--- config.mk ---
export PLATFORM = sky130hd
export DESIGN_NAME = pwm_ramp
export DESIGN_NICKNAME = d
export VERILOG_FILES = /design/src/rtl/pwm_ramp.sv
export SDC_FILE = /design/constraint.sdc
export NUM_CORES = 1
export LEC_CHECK = 0
export ABC_AREA = 1
export BUFFER_PORTS_ARGS = -buffer_cell sky130_fd_sc_hd__buf_2
export CORE_MARGIN = 4
export CORE_UTILIZATION = 46
export CTS_CLUSTER_SIZE = 16
export DETAILED_ROUTE_END_ITERATION = 10
export GPL_ROUTABILITY_DRIVEN = 0
export PLACE_DENSITY = 0.61
export RECOVER_POWER = 100
export SLEW_MARGIN = 20
export SYNTH_ARGS = -nofsm -noshare
export SYNTH_HDL_FRONTEND = slang
export SYNTH_SLANG_ARGS = --single-unit
export TNS_END_PERCENT = 5
--- constraint.sdc ---
create_clock -name clk -period 3.95 [get_ports clk]
set_input_delay 0.1975 -clock clk [delete_from_list [all_inputs] [get_ports clk]]
set_output_delay 0.1975 -clock clk [all_outputs]
set_load 0.05 [all_outputs]
--- src/rtl/pwm_ramp.sv ---
`default_nettype none
// ============================================================================
// Module   : pwm_ramp
// Purpose  : Slew-rate limiter placed directly ahead of the PWM generator.
//            Accepts a target duty over a valid/ready handshake and moves
//            duty_o toward it by STEP every TICK_DIV clocks. The motors
//            therefore never see a step change in speed. All values are
//            clamped to the live PWM period (max_i), and an emergency stop
//            input is provided.
//
// Ports    : clk        - system clock
//            rst        - synchronous active-high reset
//            max_i      - PWM period in cycles (upper clamp for duty/target)
//            tgt_i      - requested duty in cycles
//            tgt_valid  - tgt_i is valid
//            tgt_ready  - block can accept a target (low while estop)
//            estop      - emergency stop, level-sensitive
//            duty_o     - ramped duty, feeds the generator's pwm_i
//            busy       - ramp in progress (state is not IDLE)
//            at_target  - duty_o equals the registered target
//
// Options  : SOFT_STOP_EN - when defined, estop ramps duty down to 0 at
//            4*STEP per tick instead of forcing it to 0 at once.
//
// Revision : 1.0 - initial release
// ============================================================================
module pwm_ramp #(
    parameter int DW       = 16,
    parameter int TICK_DIV = 500,
    parameter int STEP     = 100
) (
    input  logic          clk,
    input  logic          rst,
    input  logic [DW-1:0] max_i,
    input  logic [DW-1:0] tgt_i,
    input  logic          tgt_valid,
    output logic          tgt_ready,
    input  logic          estop,
    output logic [DW-1:0] duty_o,
    output logic          busy,
    output logic          at_target
);

    typedef enum logic [1:0] {
        ST_IDLE = 2'd0,
        ST_UP   = 2'd1,
        ST_DOWN = 2'd2
    } state_t;

    localparam int            CW             = (TICK_DIV > 1) ? $clog2(TICK_DIV) : 1;
    localparam logic [CW-1:0] C_TICK_LAST    = CW'(TICK_DIV - 1);
    localparam logic [DW:0]   C_STEP_EXT     = (DW+1)'(STEP);
    localparam logic [DW-1:0] C_STEP         = DW'(STEP);
`ifdef SOFT_STOP_EN
    localparam logic [DW:0]   C_STOP_STEP_EXT = (DW+1)'(4 * STEP);
    localparam logic [DW-1:0] C_STOP_STEP     = DW'(4 * STEP);
`endif

    state_t        r_state, w_state_nxt;
    logic [DW-1:0] r_duty, w_duty_nxt;
    logic [DW-1:0] r_target, w_target_nxt;
    logic [CW-1:0] r_cnt, w_cnt_nxt;

    logic          w_tick;
    logic          w_xfer;
    logic          w_clamp;
    logic [DW-1:0] w_tgt_in;
    logic [DW:0]   w_gap_up;
    logic [DW:0]   w_gap_dn;

    // ------------------------------------------------------------------------
    // Handshake, tick and distance helpers
    // ------------------------------------------------------------------------
    assign tgt_ready = ~estop;
    assign w_xfer    = tgt_valid & tgt_ready;
    assign w_tick    = (r_cnt == C_TICK_LAST);
    assign w_tgt_in  = (tgt_i < max_i) ? tgt_i : max_i;
    // Any pending period clamp blocks a ramp step in the same cycle. This
    // keeps a step from landing above a freshly reduced period.
    assign w_clamp   = (r_target > max_i) | (r_duty > max_i);
    // Extended by one bit so that a wrong-direction subtract cannot alias
    // into a small positive gap.
    assign w_gap_up  = {1'b0, r_target} - {1'b0, r_duty};
    assign w_gap_dn  = {1'b0, r_duty} - {1'b0, r_target};

    // ------------------------------------------------------------------------
    // State and datapath registers
    // ------------------------------------------------------------------------
    always_ff @(posedge clk) begin
        if (rst) begin
            r_state  <= ST_IDLE;
            r_duty   <= '0;
            r_target <= '0;
            r_cnt    <= '0;
        end else begin
            r_state  <= w_state_nxt;
            r_duty   <= w_duty_nxt;
            r_target <= w_target_nxt;
            r_cnt    <= w_cnt_nxt;
        end
    end

    // ------------------------------------------------------------------------
    // Next-state / datapath logic
    // Priority: estop > period clamp > transfer > ramp step
    // ------------------------------------------------------------------------
    always_comb begin
        w_state_nxt  = r_state;
        w_duty_nxt   = r_duty;
        w_target_nxt = r_target;
        w_cnt_nxt    = w_tick ? '0 : r_cnt + 1'b1;

        if (w_xfer) begin
            w_cnt_nxt = '0;
        end

        if (estop) begin
`ifdef SOFT_STOP_EN
            w_target_nxt = '0;
            w_state_nxt  = ST_DOWN;
            if (w_tick) begin
                w_duty_nxt = ({1'b0, r_duty} <= C_STOP_STEP_EXT) ? '0
                                                                  : r_duty - C_STOP_STEP;
            end
`else
            w_duty_nxt   = '0;
            w_target_nxt = '0;
            w_state_nxt  = ST_IDLE;
`endif
        end else begin
            if (r_target > max_i) begin
                w_target_nxt = max_i;
            end else if (w_xfer) begin
                w_target_nxt = w_tgt_in;
            end

            if (r_duty > max_i) begin
                w_duty_nxt = max_i;
            end

            case (r_state)
                ST_IDLE: begin
                    if (r_target > r_duty) begin
                        w_state_nxt = ST_UP;
                    end else if (r_target < r_duty) begin
                        w_state_nxt = ST_DOWN;
                    end
                end
                default: begin
                    // Direction follows the registered target every cycle,
                    // so a crossing retarget flips UP/DOWN directly.
                    if (r_target == r_duty) begin
                        w_state_nxt = ST_IDLE;
                    end else if (r_target > r_duty) begin
                        w_state_nxt = ST_UP;
                        if (w_tick && !w_clamp) begin
                            if (w_gap_up <= C_STEP_EXT) begin
                                w_duty_nxt  = r_target;
                                w_state_nxt = ST_IDLE;
                            end else begin
                                w_duty_nxt = r_duty + C_STEP;
                            end
                        end
                    end else begin
                        w_state_nxt = ST_DOWN;
                        if (w_tick && !w_clamp) begin
                            if (w_gap_dn <= C_STEP_EXT) begin
                                w_duty_nxt  = r_target;
                                w_state_nxt = ST_IDLE;
                            end else begin
                                w_duty_nxt = r_duty - C_STEP;
                            end
                        end
                    end
                end
            endcase
        end
    end

    // ------------------------------------------------------------------------
    // Outputs
    // ------------------------------------------------------------------------
    assign duty_o    = r_duty;
    assign busy      = (r_state != ST_IDLE);
    assign at_target = (r_duty == r_target);

endmodule
`default_nettype wire

==> flow_metrics.env, run 1 <==
export IMPL_yosys_warnings=0
export IMPL_seqPwrFrac_pct=22.4
export IMPL_diodes=0
export IMPL_wl_per_cell_um=14.4
export IMPL_status="finished, final reports clean"
export IMPL_cts_tree="done"
export IMPL_dr_pass1_iters=5
export IMPL_synth_edf_count=0
export IMPL_final_max_slew_viol_count=0
export IMPL_hold_viol=0
export IMPL_vias=6759
export IMPL_startpoint_type="flop"
export IMPL_syn_instance_count=1075
export IMPL_portBuffers=54
export IMPL_internal_power_w=0.00112
export IMPL_yosysSeqAreaShare_pct=13.8
export IMPL_synth_area_um2=6240
export IMPL_clk_latency_ns=0.30
export IMPL_core_area_um2=13200
export IMPL_worst_slew_pin_slew_ns=1.01
export IMPL_area_growth_pct=9.45
export IMPL_dp_cells=1294
export IMPL_grt_pass1_vias=6255
export IMPL_cts_max_path_buffers=2
export IMPL_crit_fanout=10
export IMPL_slew_limit_headroom_pct=32.7
export IMPL_routed_via_density=5.20
export IMPL_ant_nets=0
export IMPL_synthFlopType="dfxtp_1"
export IMPL_critPathRequiredTime_ns=4.17
export IMPL_die_w_um=124
export IMPL_avgSynthCellArea_um2=5.80
export IMPL_die_area_um2=15500
export IMPL_path_delay_family="simple AND/OR/NAND/NOR gates"
export IMPL_fin_cells=1301
export IMPL_finalSetupTns_ns=0
export IMPL_synth_area_leaders="nand2_1 (21%), ha_1 (16%), dfxtp_1 (14%), inv_1 (10%), nand3_1 (6.9%)"
export IMPL_cts_resized=0
export IMPL_finClkSkew_ns=0.00574
export IMPL_synth_seq_cells=43
export IMPL_rrSetupSlack_ns=0.42
export IMPL_synth_top_cells_by_count="nand2_1 (342), inv_1 (171), nand3_1 (86)"
export IMPL_synth_top_area_share_pct=20.6
export IMPL_clkTransAtPathRegs_ns=0.06
export IMPL_pwr_share_clk_pct=21.9
export IMPL_wl_um=18800
export IMPL_critPathArrivalTime_ns=3.76
export IMPL_clock_sinks=43
export IMPL_clock_fmax_mhz=283
export IMPL_vdd_ir_drop_max_mv=0.164
export IMPL_drt_iter0_markers=457
export IMPL_worstHoldPathType="in2reg"
export IMPL_clockRootBuffer="clkbuf_16"
export IMPL_start_util_pct=47.1
export IMPL_die_h_um=124
export IMPL_synth_distinct_cells=36
export IMPL_ios=55
export IMPL_cts_buffers_inserted=5
export IMPL_globalRouteOverflowTotal=0
export IMPL_powerDensity_nw_per_um2=320
export IMPL_antenna_found_initial=0
export IMPL_p_sw_w=0.00106
export IMPL_grt_util_all_layers_pct=23.9
export IMPL_syn_nets=1193
export IMPL_cp_common_cell="nand2_1"
export IMPL_cts_htree_levels=2
export IMPL_drc=0
export IMPL_dpl_worst_slack_ns=0.532
export IMPL_p_sw_share_pct=48.6
export IMPL_finalSetupViolCount=0
export IMPL_rsz0062_at_grt="false"
export IMPL_timing_max_cap_violations=0
export IMPL_critPathBufInv=4
export IMPL_fin_crit_sh_pct=89.5
export IMPL_crit_type="reg2reg"
export IMPL_hold_buffers=0
export IMPL_synth_most_common_cell="nand2_1"
export IMPL_critPathMaxStageDelay_ns=0.48
export IMPL_p_comb_share_pct=55.7
export IMPL_drive_above_1_share_pct=9.16
export IMPL_synth_top_cell_by_area="nand2_1"
export IMPL_postCtsSetupRepairBufs=0
export IMPL_cp_cell_sequence="clkinv_1 > ha_1 > nand2_1 > nor2_1 > inv_1 > nor2_1 > inv_1 > nor2_1 > nor2_2 > inv_1 > nand2_1 > nand2_1 > nand2_1 > nand2_1 > nand2_1 > a21oi_1"
export IMPL_dpl_hpwl_um=15800
export IMPL_cp_end_kind="flop"
export IMPL_leakage_nw=3.84
export IMPL_grt_pass1_wl_um=30800
export IMPL_grt_max_degree=33
export IMPL_async_flop_share_pct=0
export IMPL_slowest_stage="dfxtp_1"
export IMPL_finalWorstSetupSlack_ns=0.416
export IMPL_fin_nets=1243
export IMPL_std_cell_rows=42
export IMPL_period_minus_slack_ns=3.53
==> kinds of logic after synthesis <==
logic type / after synthesis / share of synthesized area, %
XOR/XNOR: 19 / 2.67
adder cells (fa/ha/maj): 82 / 16.4
flip-flops: 43 / 13.8
AND/OR/NAND/NOR: 592 / 41.7
AO/OA/AOI/OAI: 137 / 13.0
buffers and inverters: 202 / 12.4
==> power by group through the flow <==
stage	registers (W)	logic [W]	clock network, W
after floorplan	0.000506	0.000904	0
after global placement	0.000496	0.00122	0
after detailed placement	0.000496	0.00121	0
after CTS	0.000486	0.00122	0.000487
after global routing	0.000491	0.00136	0.000503
final	0.000488	0.00122	0.000479
==> worst paths after layout <==
path / startpoint / end / cells past startpoint
setup / recovery: duty_o[8]$_SDFF_PP0_ / duty_o[2]$_SDFF_PP0_ / 16
hold / removal: tgt_i[0] / r_target[0]$_SDFFE_PP0P_ / 5
setup reg to reg: duty_o[8]$_SDFF_PP0_ / duty_o[2]$_SDFF_PP0_ / 16
hold reg to reg: r_cnt[0]$_SDFF_PP0_ / r_cnt[0]$_SDFF_PP0_ / 1
==> placed cells by master, fill, tap and decap left out, drive strengths merged, types with 14 or more instances in the layout <==
cell type / n
dfxtp: 43
o221ai: 16
nand2: 355
xor2: 19
buf: 45
o211ai: 14
nor2: 102
nand3: 90
nor3: 14
nand4: 27
clkbuf: 25
ha: 82
a21oi: 75
o21ai: 29
inv: 180
==> flip-flops by register name (all words and copies together), names as in the netlist <==
signal	count
duty_o	16
r_target	16
r_cnt	9
r_state	2
==> final cells by class <==
| class | count | area, µm² |
|---|---|---|
| Multi-Input combinational cell | 830 | 4590 |
| Clock inverter | 1 | 30.0 |
| Tap cell | 176 | 220 |
| Sequential cell | 43 | 861 |
| Timing Repair Buffer | 64 | 320 |
| Inverter | 181 | 679 |
| Fill cell | 1487 | 6410 |
| Clock buffer | 6 | 129 |
==> layer usage <==
metal	vias up	GRT usage [%]	part of all wire, %	wire [µm]
met5	-	0	0	0
li1	3567	-	-	-
met2	162	40.4	46	8590
met4	0	7.35	2.6	487
met3	31	2.66	4.0	752
met1	2999	31.7	48	8930
==> tightest hold or removal path: stages <==
cell and delay, ns:
buf_2 0.08, nand2_1 0.04, nand2_1 0.05, o221ai_1 0.09, inv_1 0.05
==> per-stage QoR <==
| stage | utilization, % | area, µm² | total power [W] | hold WS (ns) |
|---|---|---|---|---|
| floorplan | - | 6240 | 0.00141 | 0.390 |
| global placement | 50.7 | 6710 | 0.00171 | 0.431 |
| detailed placement | 50.7 | 6710 | 0.00171 | 0.443 |
| CTS | 51.9 | 6870 | 0.00219 | 0.241 |
| global route | 51.6 | 6830 | 0.00235 | 0.253 |
| finish | 51.6 | 6830 | 0.00218 | 0.243 |
Power figures use the tool's default switching activity.
==> run 2, diff against run 1 <==
PLACE_DENSITY = unset   (was 0.61)
PLACE_DENSITY_LB_ADDON = 0.08   (was unset)
==> run 2 against run 1 <==
Net effect:
- wire length is 1.2% higher
- worst hold slack got worse by 0.0031 ns
- core utilization rose by 0.30 points
- sequential share of layout area shrank 0.074 points
- fmax shrank 1.5%
- via count grew 1.8%
- die area did not move
- critical path type unchanged
==> flow_metrics.env, run 2 (synthesis gave the netlist of run 1 again) <==
export IMPL_status="finished, final reports clean"
export IMPL_timing_max_cap_violations=0
export IMPL_fin_nets=1248
export IMPL_worst_slew_pin_slew_ns=1.00
export IMPL_cp_end_kind="flop"
export IMPL_finalSetupTns_ns=0
export IMPL_drive_above_1_share_pct=9.56
export IMPL_seqCellArea_um2=861
export IMPL_r2r_start="duty_o[9]$_SDFF_PP0_"
export IMPL_grt_max_degree=33
export IMPL_worstHoldPathType="in2reg"
export IMPL_clockRootBuffer="clkbuf_16"
export IMPL_clock_fmax_mhz=279
export IMPL_timing_rr_end="duty_o[11]$_SDFF_PP0_"
export IMPL_rsz0062_at_grt="false"
export IMPL_finalSetupViolCount=0
export IMPL_period_minus_slack_ns=3.59
export IMPL_portBuffers=54
export IMPL_grt_util_all_layers_pct=24.3
export IMPL_powerDensity_nw_per_um2=318
export IMPL_dr_pass1_iters=5
export IMPL_startpoint_type="flop"
export IMPL_finClkSkew_ns=0.00641
export IMPL_worstHoldEndpoint="r_target[0]$_SDFFE_PP0P_"
export IMPL_ant_nets=0
export IMPL_clock_sinks=43
export IMPL_p_sw_w=0.00107
export IMPL_wl_per_cell_um=14.5
export IMPL_ios=55
export IMPL_final_max_slew_viol_count=0
export IMPL_crit_fanout=10
export IMPL_hold_start="tgt_i[0]"
export IMPL_clkTransAtPathRegs_ns=0.06
export IMPL_hold_depth=5
export IMPL_drc=0
export IMPL_rrSetupSlack_ns=0.36
export IMPL_dp_cells=1299
export IMPL_final_common_cell="nand2_1"
export IMPL_fin_crit_sh_pct=90.9
export IMPL_die_w_um=124
export IMPL_layout_common_cells="nand2_1 (342), inv_1 (172), nor2_1 (87), nand3_1 (86), ha_1 (82)"
export IMPL_diodes=0
export IMPL_routed_via_density=5.27
export IMPL_slew_limit_headroom_pct=33.0
export IMPL_area_growth_pct=10.1
export IMPL_die_area_um2=15500
export IMPL_cts_htree_levels=2
export IMPL_die_h_um=124
export IMPL_drt_iter0_markers=594
export IMPL_multi_input_area_um2=4590
export IMPL_hold_ws_ns=0.240
export IMPL_fin_cells=1306
export IMPL_wl_um=19000
export IMPL_critPathArrivalTime_ns=3.81
export IMPL_leakage_nw=3.86
export IMPL_core_area_um2=13200
export IMPL_critPathRequiredTime_ns=4.17
export IMPL_cts_tree="done"
export IMPL_globalRouteOverflowTotal=0
export IMPL_antenna_found_initial=0
export IMPL_hold_viol=0
export IMPL_grt_pass1_vias=6413
export IMPL_r2r_cells=19
export IMPL_dpl_hpwl_um=15900
export IMPL_crit_type="reg2reg"
export IMPL_p_comb_share_pct=55.7
export IMPL_fillers=1473
export IMPL_pwr_share_clk_pct=22.3
export IMPL_vias=6878
export IMPL_clk_latency_ns=0.30
export IMPL_internal_power_w=0.00112
export IMPL_cts_resized=0
export IMPL_vdd_ir_drop_max_mv=0.191
export IMPL_p_sw_share_pct=48.8
export IMPL_start_util_pct=47.1
export IMPL_cts_buffers_inserted=5
export IMPL_finalPower_w=0.00219
export IMPL_grt_pass1_wl_um=31300
export IMPL_postCtsSetupRepairBufs=0
export IMPL_hold_buffers=0
export IMPL_seqPwrFrac_pct=22.1
export IMPL_cts_max_path_buffers=2
export IMPL_std_cell_rows=42
## run 2: how the worst max path moves through the flow
stage                                       end                 start  slack (ns)  cells past startpoint
after global placement     duty_o[2]$_SDFF_PP0_  duty_o[9]$_SDFF_PP0_        0.56                     17
after CTS                  duty_o[2]$_SDFF_PP0_  duty_o[9]$_SDFF_PP0_        0.50                     17
final                     duty_o[11]$_SDFF_PP0_  duty_o[9]$_SDFF_PP0_        0.36                     19
after floorplan            duty_o[3]$_SDFF_PP0_  duty_o[8]$_SDFF_PP0_        0.47                     13
after global routing       duty_o[2]$_SDFF_PP0_  duty_o[5]$_SDFF_PP0_        0.07                     21
after detailed placement   duty_o[2]$_SDFF_PP0_  duty_o[9]$_SDFF_PP0_        0.55                     17
## run 2: per-layer routing
metal | GRT usage [%] | share of wire [%] | up-vias | wire [µm]
li1 | - | - | 3571 | -
met1 | 32.2 | 45 | 3052 | 8630
met2 | 40.5 | 46 | 212 | 8730
met3 | 3.17 | 5.7 | 43 | 1090
met4 | 8.51 | 2.9 | 0 | 552
met5 | 0 | 0 | - | 0
## run 2: stage by stage
stage | instance area [µm²] | worst slack [ns] | util (%)
2_1_floorplan | 6240 | 0.472 | -
3_3_place_gp | 6750 | 0.558 | 51.0
3_5_place_dp | 6750 | 0.546 | 51.0
4_1_cts | 6910 | 0.501 | 52.2
5_1_grt | 6870 | 0.0738 | 51.9
6_report | 6870 | 0.361 | 51.9
## run 2: power groups by stage
stage                     clock network (W)  registers (W)  logic, W
final                              0.000487       0.000482   0.00122
after global routing               0.000517       0.000485   0.00137
after CTS                          0.000500       0.000481   0.00122
after detailed placement                  0       0.000491   0.00122
after global placement                    0       0.000491   0.00121
after floorplan                           0       0.000506  0.000904
## run 2: layout make-up
class / instances / share of cell area, %
multi-input cells: 830 / 66.8
flip-flops and latches: 43 / 12.5
inverters: 181 / 9.89
repair buffers: 69 / 5.19
well taps: 176 / 3.21
clock buffers: 5 / 1.82
clock inverters: 2 / 0.547
## run 2: worst max-delay path: stages, from the launching register on
cell and delay, ns:
dfxtp_1 0.54, inv_1 0.17, ha_1 0.45, nand2_1 0.22, inv_1 0.10, a21oi_1 0.32, nor2_1 0.09, nor2_1 0.14
nand3_1 0.08, nand2_1 0.07, nand2_1 0.05, nor2_1 0.38, nand2_4 0.18, nor2_2 0.28, nand3_1 0.11, nand2_1 0.07
inv_1 0.03, nand2_1 0.04, nand2_1 0.04, a21oi_1 0.14
